## src/rtl/instr_enc.sv

```systemverilog
// MSP430 instruction encoder: packs one decoded instruction per handshake into
// the 16-bit word stream expected by instr_dec and writes it to program memory.
module instr_enc #(
    parameter logic [15:0] START_ADDR = 16'hC000
) (
    input  logic        clk,
    input  logic        rst,
    input  logic        load_addr,
    input  logic [15:0] addr_in,
    input  logic        req_valid,
    output logic        req_ready,
    input  logic [1:0]  fmt,
    input  logic [3:0]  opcode,
    input  logic [2:0]  op2,
    input  logic [2:0]  cond,
    input  logic [9:0]  offset,
    input  logic [3:0]  src,
    input  logic [3:0]  dst,
    input  logic [1:0]  as,
    input  logic        ad,
    input  logic        bw,
    input  logic [15:0] src_ext,
    input  logic [15:0] dst_ext,
    output logic [15:0] MAB_out,
    output logic [15:0] MDB_in,
    output logic        MW,
    input  logic        mem_ready,
    output logic [1:0]  nwords,
    output logic        done,
    output logic        err
);

    typedef enum logic [1:0] {
        S_IDLE  = 2'd0,
        S_INSTR = 2'd1,
        S_SRCX  = 2'd2,
        S_DSTX  = 2'd3
    } state_t;

    state_t      r_state;
    state_t      w_state_next;
    logic [15:0] r_addr;
    logic [15:0] r_mdb;
    logic        r_mw;
    logic        r_done;
    logic        r_err;
    logic [1:0]  r_nwords;
    logic        r_sx;
    logic        r_dx;
    logic [15:0] r_src_ext;
    logic [15:0] r_dst_ext;

    logic [3:0]  w_sreg;
    logic        w_illegal;
    logic        w_sx;
    logic        w_dx;
    logic [15:0] w_word0;
    logic        w_req_ready;
    logic        w_accept;
    logic        w_accept_ok;
    logic        w_final;
    logic [15:0] w_mdb_next;

    // Request decode: legality, extension-word needs and word 0 packing
    always_comb begin
        w_sreg    = (fmt == 2'd1) ? src : dst;
        w_illegal = (fmt == 2'd0)
                  || ((fmt == 2'd1) && (opcode < 4'd4))
                  || ((fmt == 2'd2) && (op2 == 3'd7));
        // R3 never takes an extension word (constant generator); R0 with @PC+ is immediate
        w_sx      = (fmt != 2'd3)
                  && (((as == 2'b01) && (w_sreg != 4'd3))
                   || ((as == 2'b11) && (w_sreg == 4'd0)));
        w_dx      = (fmt == 2'd1) && ad;
        case (fmt)
            2'd1:    w_word0 = {opcode, src, ad, bw, as, dst};
            2'd2:    w_word0 = {6'b000100, op2, bw, as, dst};
            2'd3:    w_word0 = {3'b001, cond, offset};
            default: w_word0 = 16'h0000;
        endcase
        w_req_ready = (r_state == S_IDLE) && !load_addr;
        w_accept    = req_valid && w_req_ready;
        w_accept_ok = w_accept && !w_illegal;
    end

    // Next-state, final-write detection and next write data
    always_comb begin
        w_state_next = r_state;
        w_final      = 1'b0;
        w_mdb_next   = r_mdb;
        case (r_state)
            S_IDLE: begin
                if (w_accept_ok) begin
                    w_state_next = S_INSTR;
                    w_mdb_next   = w_word0;
                end else begin
                    w_state_next = S_IDLE;
                end
            end
            S_INSTR: begin
                if (mem_ready) begin
                    if (r_sx) begin
                        w_state_next = S_SRCX;
                        w_mdb_next   = r_src_ext;
                    end else if (r_dx) begin
                        w_state_next = S_DSTX;
                        w_mdb_next   = r_dst_ext;
                    end else begin
                        w_state_next = S_IDLE;
                        w_final      = 1'b1;
                    end
                end else begin
                    w_state_next = S_INSTR;
                end
            end
            S_SRCX: begin
                if (mem_ready) begin
                    if (r_dx) begin
                        w_state_next = S_DSTX;
                        w_mdb_next   = r_dst_ext;
                    end else begin
                        w_state_next = S_IDLE;
                        w_final      = 1'b1;
                    end
                end else begin
                    w_state_next = S_SRCX;
                end
            end
            S_DSTX: begin
                if (mem_ready) begin
                    w_state_next = S_IDLE;
                    w_final      = 1'b1;
                end else begin
                    w_state_next = S_DSTX;
                end
            end
            default: begin
                w_state_next = S_IDLE;
            end
        endcase
    end

    // State register
    always_ff @(posedge clk) begin
        if (rst) begin
            r_state <= S_IDLE;
        end else begin
            r_state <= w_state_next;
        end
    end

    // Address, write port, request latches and status pulses
    always_ff @(posedge clk) begin
        if (rst) begin
            r_addr    <= START_ADDR & 16'hFFFE;
            r_mdb     <= 16'h0000;
            r_mw      <= 1'b0;
            r_done    <= 1'b0;
            r_err     <= 1'b0;
            r_nwords  <= 2'd0;
            r_sx      <= 1'b0;
            r_dx      <= 1'b0;
            r_src_ext <= 16'h0000;
            r_dst_ext <= 16'h0000;
        end else begin
            r_mdb  <= w_mdb_next;
            r_mw   <= (w_state_next != S_IDLE);
            r_done <= w_final;
            r_err  <= w_accept && w_illegal;
            if ((r_state == S_IDLE) && load_addr) begin
                r_addr <= addr_in & 16'hFFFE;
            end else if (r_mw && mem_ready) begin
                r_addr <= r_addr + 16'd2;
            end
            if (w_accept_ok) begin
                r_sx      <= w_sx;
                r_dx      <= w_dx;
                r_src_ext <= src_ext;
                r_dst_ext <= dst_ext;
                r_nwords  <= 2'd1 + {1'b0, w_sx} + {1'b0, w_dx};
            end
        end
    end

    assign req_ready = w_req_ready;
    assign MAB_out   = r_addr;
    assign MDB_in    = r_mdb;
    assign MW        = r_mw;
    assign nwords    = r_nwords;
    assign done      = r_done;
    assign err       = r_err;

endmodule
```

## config.mk

```make
export PLATFORM = sky130hd
export DESIGN_NAME = instr_enc
export DESIGN_NICKNAME = d
export VERILOG_FILES = /design/src/rtl/instr_enc.sv
export SDC_FILE = /design/constraint.sdc
export NUM_CORES = 1
export LEC_CHECK = 0
export ABC_AREA = 1
export ABC_CLOCK_PERIOD_IN_PS = 2200
export CAP_MARGIN = 40
export CORE_MARGIN = 2
export CORE_UTILIZATION = 60
export DETAILED_ROUTE_END_ITERATION = 16
export DONT_BUFFER_PORTS = 1
export GPL_ROUTABILITY_DRIVEN = 0
export PLACE_DENSITY_LB_ADDON = 0.25
export SLEW_MARGIN = 20
export SYNTH_ARGS = -nofsm -noshare
export SYNTH_HDL_FRONTEND = slang
export SYNTH_SLANG_ARGS = --single-unit
```

## constraint.sdc

```tcl
create_clock -name clk -period 2.2 [get_ports clk]
set_input_delay 0.11 -clock clk [delete_from_list [all_inputs] [get_ports clk]]
set_output_delay 0.11 -clock clk [all_outputs]
set_load 0.005 [all_outputs]
```

==> impl_metrics.ini, run 1 <==
[status]
status = complete, no violations

[synthesis]
syn_area_um2 = 4029
async_flop_share_pct = 0
ys_warn_count = 0
synth_cell_types = 34
syn_inst = 633
syn_nets = 727
synthTopCellsByCount = nand2_1 (176), o21ai_0 (79), dfxtp_1 (72)
synth_seq_cells = 72
syn_area_per_cell_um2 = 6.365
synthFlopType = dfxtp_1
synthTopCellsByArea = dfxtp_1 (36%), nand2_1 (16%), o21ai_0 (9.8%), a21oi_1 (6.7%), inv_1 (6.2%)
synth_most_common_cell = nand2_1
yosysTopAreaCellShare_pct = 35.78
synth_edf_count = 0
synth_largest_area_cell = dfxtp_1
ys_seq_area_share_pct = 35.78

[routing]
detail_route.wirelength_um = 11870
viasPerCell = 5.780
drt-pass1-iter-count = 5
wl_per_cell_um = 15.70
drc_errors = 0
num_vias = 4370
drt_iter0_markers = 351
drtAntennaViolNets = 0

[timing]
setup_tns_ns = 0
min_period_ns = 1.961
worst_clock_skew_ns = 0.006291
finalSetupViolCount = 0
drv_slew = 0
max_slew_margin_pct = 62.82
rsz0062_at_grt = no
hold_viol = 0
max_freq_ghz = 0.5100
min_period_over_period_pct = 89.13
worst_slack_ns = 0.2391
tightest_slew_ns = 0.5535

[flow_run]
maxCapViolCount = 0

[placement]
port_buffers = 0
dpl.hpwl_um = 7881
place_ws_ns = 0.2122
place_area_um2 = 4071

[cts]
clk_path_buf_depth = 2
clock_sinks = 72
cts_buffers = 9
clk_pin_slew_ns = 0.08
cts_setup_buffers = 0
insertion_delay_ns = 0.35
htreeDepth = 3
cts_tree = yes
clock-root-buffer = clkbuf_8

[floorplanning]
start_util_pct = 62.73
dieArea_um2 = 7387
dieHeight_um = 85.95
fp-row-count = 29
coreArea_um2 = 6422
ios = 125
die_w_um = 85.95

[cells_and_area]
final_cell_area_um2 = 4815
insertedDiodeCount = 0
area_growth_pct = 19.50
final_nets = 768
layout-drive-gt1-share_pct = 6.186
finish.utilization_pct = 74.97

[setup_path]
cp-start-kind = register
worstPathCellList = inv_1 -> ha_1 -> nand2_1 -> nand2_2 -> clkinv_1 -> a211oi_1 -> nor3_1
critPathTopFamily = buffers and inverters
slowest_stage = a211oi_1
critPathKind = register to register
crit_required_ns = 2.43
cp-end-kind = register
slowest_delay_ns = 0.36
worst-path-buf-inv = 2
critPathMaxFanout = 10
arrival_ns = 2.19

[pwr]
vdd_drop_max_mv = 0.4455
p_leak_nw = 2.100
power_density_nw_per_um2 = 687.1

[global_route]
grt_pass1_wl_um = 18960
grt_max_degree = 28
antenna_found_initial = 0
track_usage_pct = 32.19
grt_pass1_vias = 4017
grt_overflow_total = 0

[hold_path]
holdCritPathClass = input port to register
-- where the power goes --
| group | internal [W] | switching (W) | total, W |
|---|---|---|---|
| logic | 0.000212 | 0.000309 | 0.000521 |
| clock network | 0.000790 | 0.000528 | 0.00132 |
| registers | 0.00139 | 0.0000771 | 0.00147 |
| total | 0.00239 | 0.000914 | 0.00331 |
-- cells by family (layout without fill, tap and decap cells) --
kind of cell / count (synthesis) / count (layout) / synth area share (%)
and+or+nand+nor: 290 / 290 / 30.06
adders and majority gates: 7 / 7 / 2.174
buffers and inverters: 103 / 149 / 10.37
AOI/OAI and AO/OA: 159 / 159 / 21.30
xor gates and xnor gates: 1 / 1 / 0.2174
DFF: 72 / 72 / 35.78
other: 1 / 1 / 0.09308
-- area by class of cell --
class | instances | area (um2)
fill | 524 | 1608
inverter | 73 | 274.0
timing repair buffer | 60 | 575.6
sequential | 72 | 1441
tap | 77 | 96.34
clock buffer | 10 | 137.6
clock inverter | 6 | 115.1
multi-input combinational | 458 | 2175
-- state kept, by name, indices dropped and copies added (netlist names) --
signal / count
err: 1
nwords: 2
MDB_in: 16
r_dst_ext: 16
r_dx: 1
r_src_ext: 16
MW: 1
MAB_out: 15
r_state: 2
done: 1
r_sx: 1
-- path summary, 6_finish.rpt --
path / from / to / slack [ns] / cells after the start
max: r_state[1] / MAB_out[5] / 0.24 / 7
min: src_ext[7] / r_src_ext[7] / 0.02 / 2
max reg2reg: r_state[1] / MAB_out[5] / 0.24 / 7
min reg2reg: r_src_ext[8] / r_src_ext[8] / 0.45 / 2
-- what timing repair did --
item	CTS	global route
gates resized for setup	0	1
endpoints found under the setup margin	0	7
hold endpoints to repair	50	0
hold buffers	47	0
-- worst register-to-register path, cell delays in order, from the launching register on --
cell and delay [ns]:
dfxtp_1 0.35, inv_1 0.12, ha_1 0.21, nand2_1 0.16, nand2_2 0.21, clkinv_1 0.34
a211oi_1 0.36, nor3_1 0.09
-- layout by cell type, fill, tap and decap left out, drive strengths merged, types with 2 or more instances in the layout --
cell / instances
dfxtp: 72
a311oi: 2
or2: 5
inv: 70
nand3: 36
dlygate4sd3: 47
nor2: 55
o22ai: 4
nand4: 9
a31oi: 2
o211ai: 3
a211oi: 2
clkbuf: 10
a21oi: 54
clkinv: 5
o21ai: 79
nor3: 7
nand2: 178
ha: 7
bufinv: 3
buf: 13
o21bai: 10
-- layer usage --
| metal | part of all wire [%] | routed length, um | global-route usage [%] |
|---|---|---|---|
| met4 | 1.8 | 217 | 9.812 |
| met3 | 8.7 | 1031 | 8.566 |
| met1 | 40 | 4802 | 39.16 |
| met5 | 0 | 0 | 0 |
| met2 | 49 | 5817 | 55.46 |
-- stage by stage --
stage	std cells	power (W)	hold WS (ns)
floorplan	633	0.001827	0.2461
global placement	692	0.001905	0.1817
detailed placement	692	0.001922	0.1845
CTS	755	0.003289	0.01071
global route	756	0.003450	0.01895
finish	756	0.003308	0.01631
No activity file was read; power rests on OpenSTA's default activity.
==> run 2: changes to the inputs <==
--- a/config.mk
+++ b/config.mk
@@ -10,2 +10,3 @@
 export CAP_MARGIN = 40
+export CORE_ASPECT_RATIO = 0.9
 export CORE_MARGIN = 2
--- a/constraint.sdc
+++ b/constraint.sdc
@@ -3,2 +3,2 @@
 set_output_delay 0.11 -clock clk [all_outputs]
-set_load 0.005 [all_outputs]
+set_load 0.02 [all_outputs]
==> impl_metrics.ini, run 2 (synthesized netlist as in run 1, its figures left out) <==
[floorplanning]
ios = 125
start_util_pct = 61.50
dieHeight_um = 81.74
coreArea_um2 = 6551
dieArea_um2 = 7387
die_w_um = 90.38
fp-row-count = 28

[timing]
hold_viol = 0
finalSetupViolCount = 0
drv_slew = 0
tightest_slew_ns = 0.5691
max_slew_margin_pct = 61.77
max_freq_ghz = 0.4973
worst_clock_skew_ns = 0.008835
min_period_over_period_pct = 91.40
rsz0062_at_grt = no
min_period_ns = 2.011
setup_tns_ns = 0

[placement]
dpl.hpwl_um = 7960
port_buffers = 0
place_area_um2 = 4080

[cells_and_area]
area_growth_pct = 17.55
final_cell_mix = nand2_1 (176), o21ai_0 (79), dfxtp_1 (72)
nFillCells = 553
final_common_cell = nand2_1
seqCellArea_um2 = 1441
multi_input_area_um2 = 2170
final_nets = 761
insertedDiodeCount = 0
final_cell_area_um2 = 4736
layout-drive-gt1-share_pct = 6.101

[routing]
drt-pass1-iter-count = 6
drtAntennaViolNets = 0
viasPerCell = 5.675
drt_iter0_markers = 396
wl_per_cell_um = 14.94
num_vias = 4324
drc_errors = 0
detail_route.wirelength_um = 11380

[status]
status = complete, no violations

[global_route]
grt_pass1_vias = 3807
grt_max_degree = 30
track_usage_pct = 30.59
antenna_found_initial = 0
grt_pass1_wl_um = 17970
grt_overflow_total = 0

[pwr]
power_density_nw_per_um2 = 680.4
p_leak_nw = 2.069
vdd_drop_max_mv = 0.5560

[setup_path]
arrival_ns = 2.26
cp-end-kind = register
cp-start-kind = register
crit_required_ns = 2.45
critPathKind = register to register
ff2ff_setup_slack_ns = 0.19
critPathMaxFanout = 22

[hold_path]
holdCritPathClass = input port to register

[flow_run]
maxCapViolCount = 0

[cts]
clk_pin_slew_ns = 0.07
cts_tree = yes
clock-root-buffer = clkbuf_8
clk_path_buf_depth = 2
clock_sinks = 72
insertion_delay_ns = 0.35
cts_buffers = 9
htreeDepth = 3
==> run 2: cell type report <==
| cell class | count | share of cell area, % |
|---|---|---|
| timing repair buffer | 53 | 10.73 |
| sequential | 72 | 30.44 |
| multi-input combinational | 458 | 45.81 |
| tap | 90 | 2.378 |
| clock inverter | 5 | 1.664 |
| clock buffer | 11 | 3.197 |
| inverter | 73 | 5.786 |
==> run 2: through the flow <==
step,hold WS (ns),total power [W],std cells,utilization (%),setup slack [ns]
floorplan,0.2536,0.001887,633,-,0.5022
global placement,0.1829,0.001963,704,62.28,0.2987
detailed placement,0.1844,0.001979,704,62.28,0.2081
CTS,0.009130,0.003217,761,72.06,0.2031
global route,0.02006,0.003352,762,72.29,0.008545
finish,0.001340,0.003222,762,72.29,0.1891
==> run 2: path summary, 6_finish.rpt <==
path,start,end,cells after the start
min reg2reg,r_src_ext[11],r_src_ext[11],2
min,dst_ext[0],r_dst_ext[0],2
max,r_state[0],MDB_in[4],12
max reg2reg,r_state[0],MDB_in[4],12
==> run 2: layer usage <==
layer | vias up | wire, um | track usage [%]
met4 | 0 | 258 | 11.23
li1 | 2125 | - | -
met1 | 1944 | 4689 | 38.57
met3 | 33 | 1097 | 8.073
met2 | 222 | 5340 | 51.28
met5 | - | 0 | 0
==> run 2: where the power goes <==
part           switching (W)  internal (W)
Clock               0.000492      0.000698
Sequential          0.000131       0.00139
Combinational       0.000304      0.000204
Total               0.000927       0.00230
==> run 2: repair_timing <==
item | CTS | global route
hold buffers | 41 | 0
setup buffers | 0 | 0
resized for setup | 0 | 0
hold endpoints to repair | 46 | 0
==> run 2: critical path, cell delays in order (launching register included) <==
cell	delay (ns)
dfxtp_1	0.36
inv_1	0.09
ha_1	0.26
inv_1	0.08
nor2_2	0.04
nand2_1	0.13
clkinv_1	0.13
nand3_4	0.17
nand2_1	0.10
nand2_2	0.32
nand2_1	0.10
nand2_1	0.08
nor2_1	0.04
==> run 3: changes to the inputs <==
- ABC_CLOCK_PERIOD_IN_PS: 2200 -> 2500
- clock period: 2.2 -> 2.5 ns (I/O delays scaled with it)
==> impl_metrics.ini, run 3 (synthesized netlist as in run 1, its figures left out) <==
[cts]
clk_path_buf_depth = 2
cts.repair.resized = 0
clock_sinks = 72
insertion_delay_ns = 0.35
cts_buffers = 9
clk_pin_slew_ns = 0.08
cts_setup_buffers = 0
cts_tree = yes
clock-root-buffer = clkbuf_8
htreeDepth = 3
ctsHoldBuffers = 39

[routing]
wl_per_cell_um = 14.92
viasPerCell = 5.716
drt_iter0_markers = 324
num_vias = 4327
drtAntennaViolNets = 0
detail_route.wirelength_um = 11290
drt-pass1-iter-count = 6
drc_errors = 0

[placement]
place_ws_ns = 0.3660
port_buffers = 0
dpl.hpwl_um = 7904

[cells_and_area]
final_nets = 756
finish.utilization_pct = 72.12
multi_input_area_um2 = 2170
layout-drive-gt1-share_pct = 5.697
area_growth_pct = 17.27
nFillCells = 563
final_common_cell = nand2_1
seqCellArea_um2 = 1441
final_cell_mix = nand2_1 (176), o21ai_0 (79), dfxtp_1 (72)
insertedDiodeCount = 0

[global_route]
grt_pass1_vias = 3742
track_usage_pct = 30.12
grt_overflow_total = 0
grt_pass1_wl_um = 17800
grt_max_degree = 54
antenna_found_initial = 0

[pwr]
p_seq_share_pct = 45.7
clockPowerShare_pct = 39.2
switching_share_pct = 28.53
vdd_drop_max_mv = 0.4180
pwr-share-comb_pct = 15.1
p_switching_w = 0.0008364
p_leak_nw = 2.054
power_density_nw_per_um2 = 620.4
p_int_w = 0.002095

[timing]
worst_slack_ns = 0.2910
worst_clock_skew_ns = 0.005405
min_period_ns = 2.209
min_period_over_period_pct = 88.36
rsz0062_at_grt = no
hold_viol = 0
max_freq_ghz = 0.4527
finalSetupViolCount = 0
setup_tns_ns = 0
max_slew_margin_pct = 63.36
tightest_slew_ns = 0.5483
drv_slew = 0

[floorplanning]
die_w_um = 90.38
dieHeight_um = 81.74
coreArea_um2 = 6551
start_util_pct = 61.50
ios = 125
fp-row-count = 28
dieArea_um2 = 7387

[setup_path]
cp-end-kind = register
arrival_ns = 2.49
critPathMaxFanout = 22
cp-start-kind = register
ff2ff_setup_slack_ns = 0.29
crit_required_ns = 2.78
critPathKind = register to register

[flow_run]
maxCapViolCount = 0

[status]
status = complete, no violations

[hold_path]
holdCritPathClass = input port to register
-- run 3: cell types whose count changed in the layout (fill, tap and decap cells not counted), sizes merged --
cell / delta
bufinv: +1
buf: -3
clkinvlp: +1
inv: +1
clkinv: -2
clkbuf: -1
dlygate4sd3: -2
-- run 3: worst max-delay path: stages, from the launching register on --
cell and delay (ns):
dfxtp_1 0.35, inv_1 0.11, ha_1 0.22, inv_1 0.06, nor2_2 0.09, nand2_1 0.11
clkinv_1 0.09, nand3_4 0.09, nand2_1 0.33, nand2_2 0.35, nand2_1 0.14, nand2_1 0.07
nor2_1 0.14
-- run 3: worst paths after layout --
check | start | end | cells past startpoint
max | r_state[1] | MDB_in[0] | 12
min | req_valid | err | 2
max reg2reg | r_state[1] | MDB_in[0] | 12
min reg2reg | r_src_ext[13] | r_src_ext[13] | 2
-- run 3: routing by layer --
metal / vias up / part of all wire, % / track usage (%)
met2: 206 / 47 / 49.55
li1: 2109 / - / -
met3: 27 / 9.6 / 10.18
met4: 0 / 1.5 / 6.462
met1: 1985 / 42 / 39.03
met5: - / 0 / 0
-- run 3: area by class of cell --
class,instances,share of cell area (%)
well taps,90,2.383
repair buffers,48,10.04
clock buffers,10,2.913
flip-flops and latches,72,30.51
inverters,73,5.800
multi-input cells,458,45.92
clock inverters,6,2.436
-- run 3: per-stage QoR --
stage	total power, W	cells	area [um2]	hold slack, ns
2_1_floorplan	0.001661	633	4029	0.2686
3_3_place_gp	0.001727	701	4070	0.1976
3_5_place_dp	0.001741	701	4070	0.1995
4_1_cts	0.002942	756	4713	0.0004595
5_1_grt	0.003062	757	4725	0.007142
6_report	0.002931	757	4725	0.01953
-- run 3: power by group through the flow --
stage	logic (W)	registers (W)	clock network, W
5_1_grt	0.000502	0.00135	0.00121
6_report	0.000443	0.00134	0.00115
3_3_place_gp	0.000363	0.00136	0
4_1_cts	0.000432	0.00134	0.00117
3_5_place_dp	0.000374	0.00137	0
2_1_floorplan	0.000314	0.00135	0
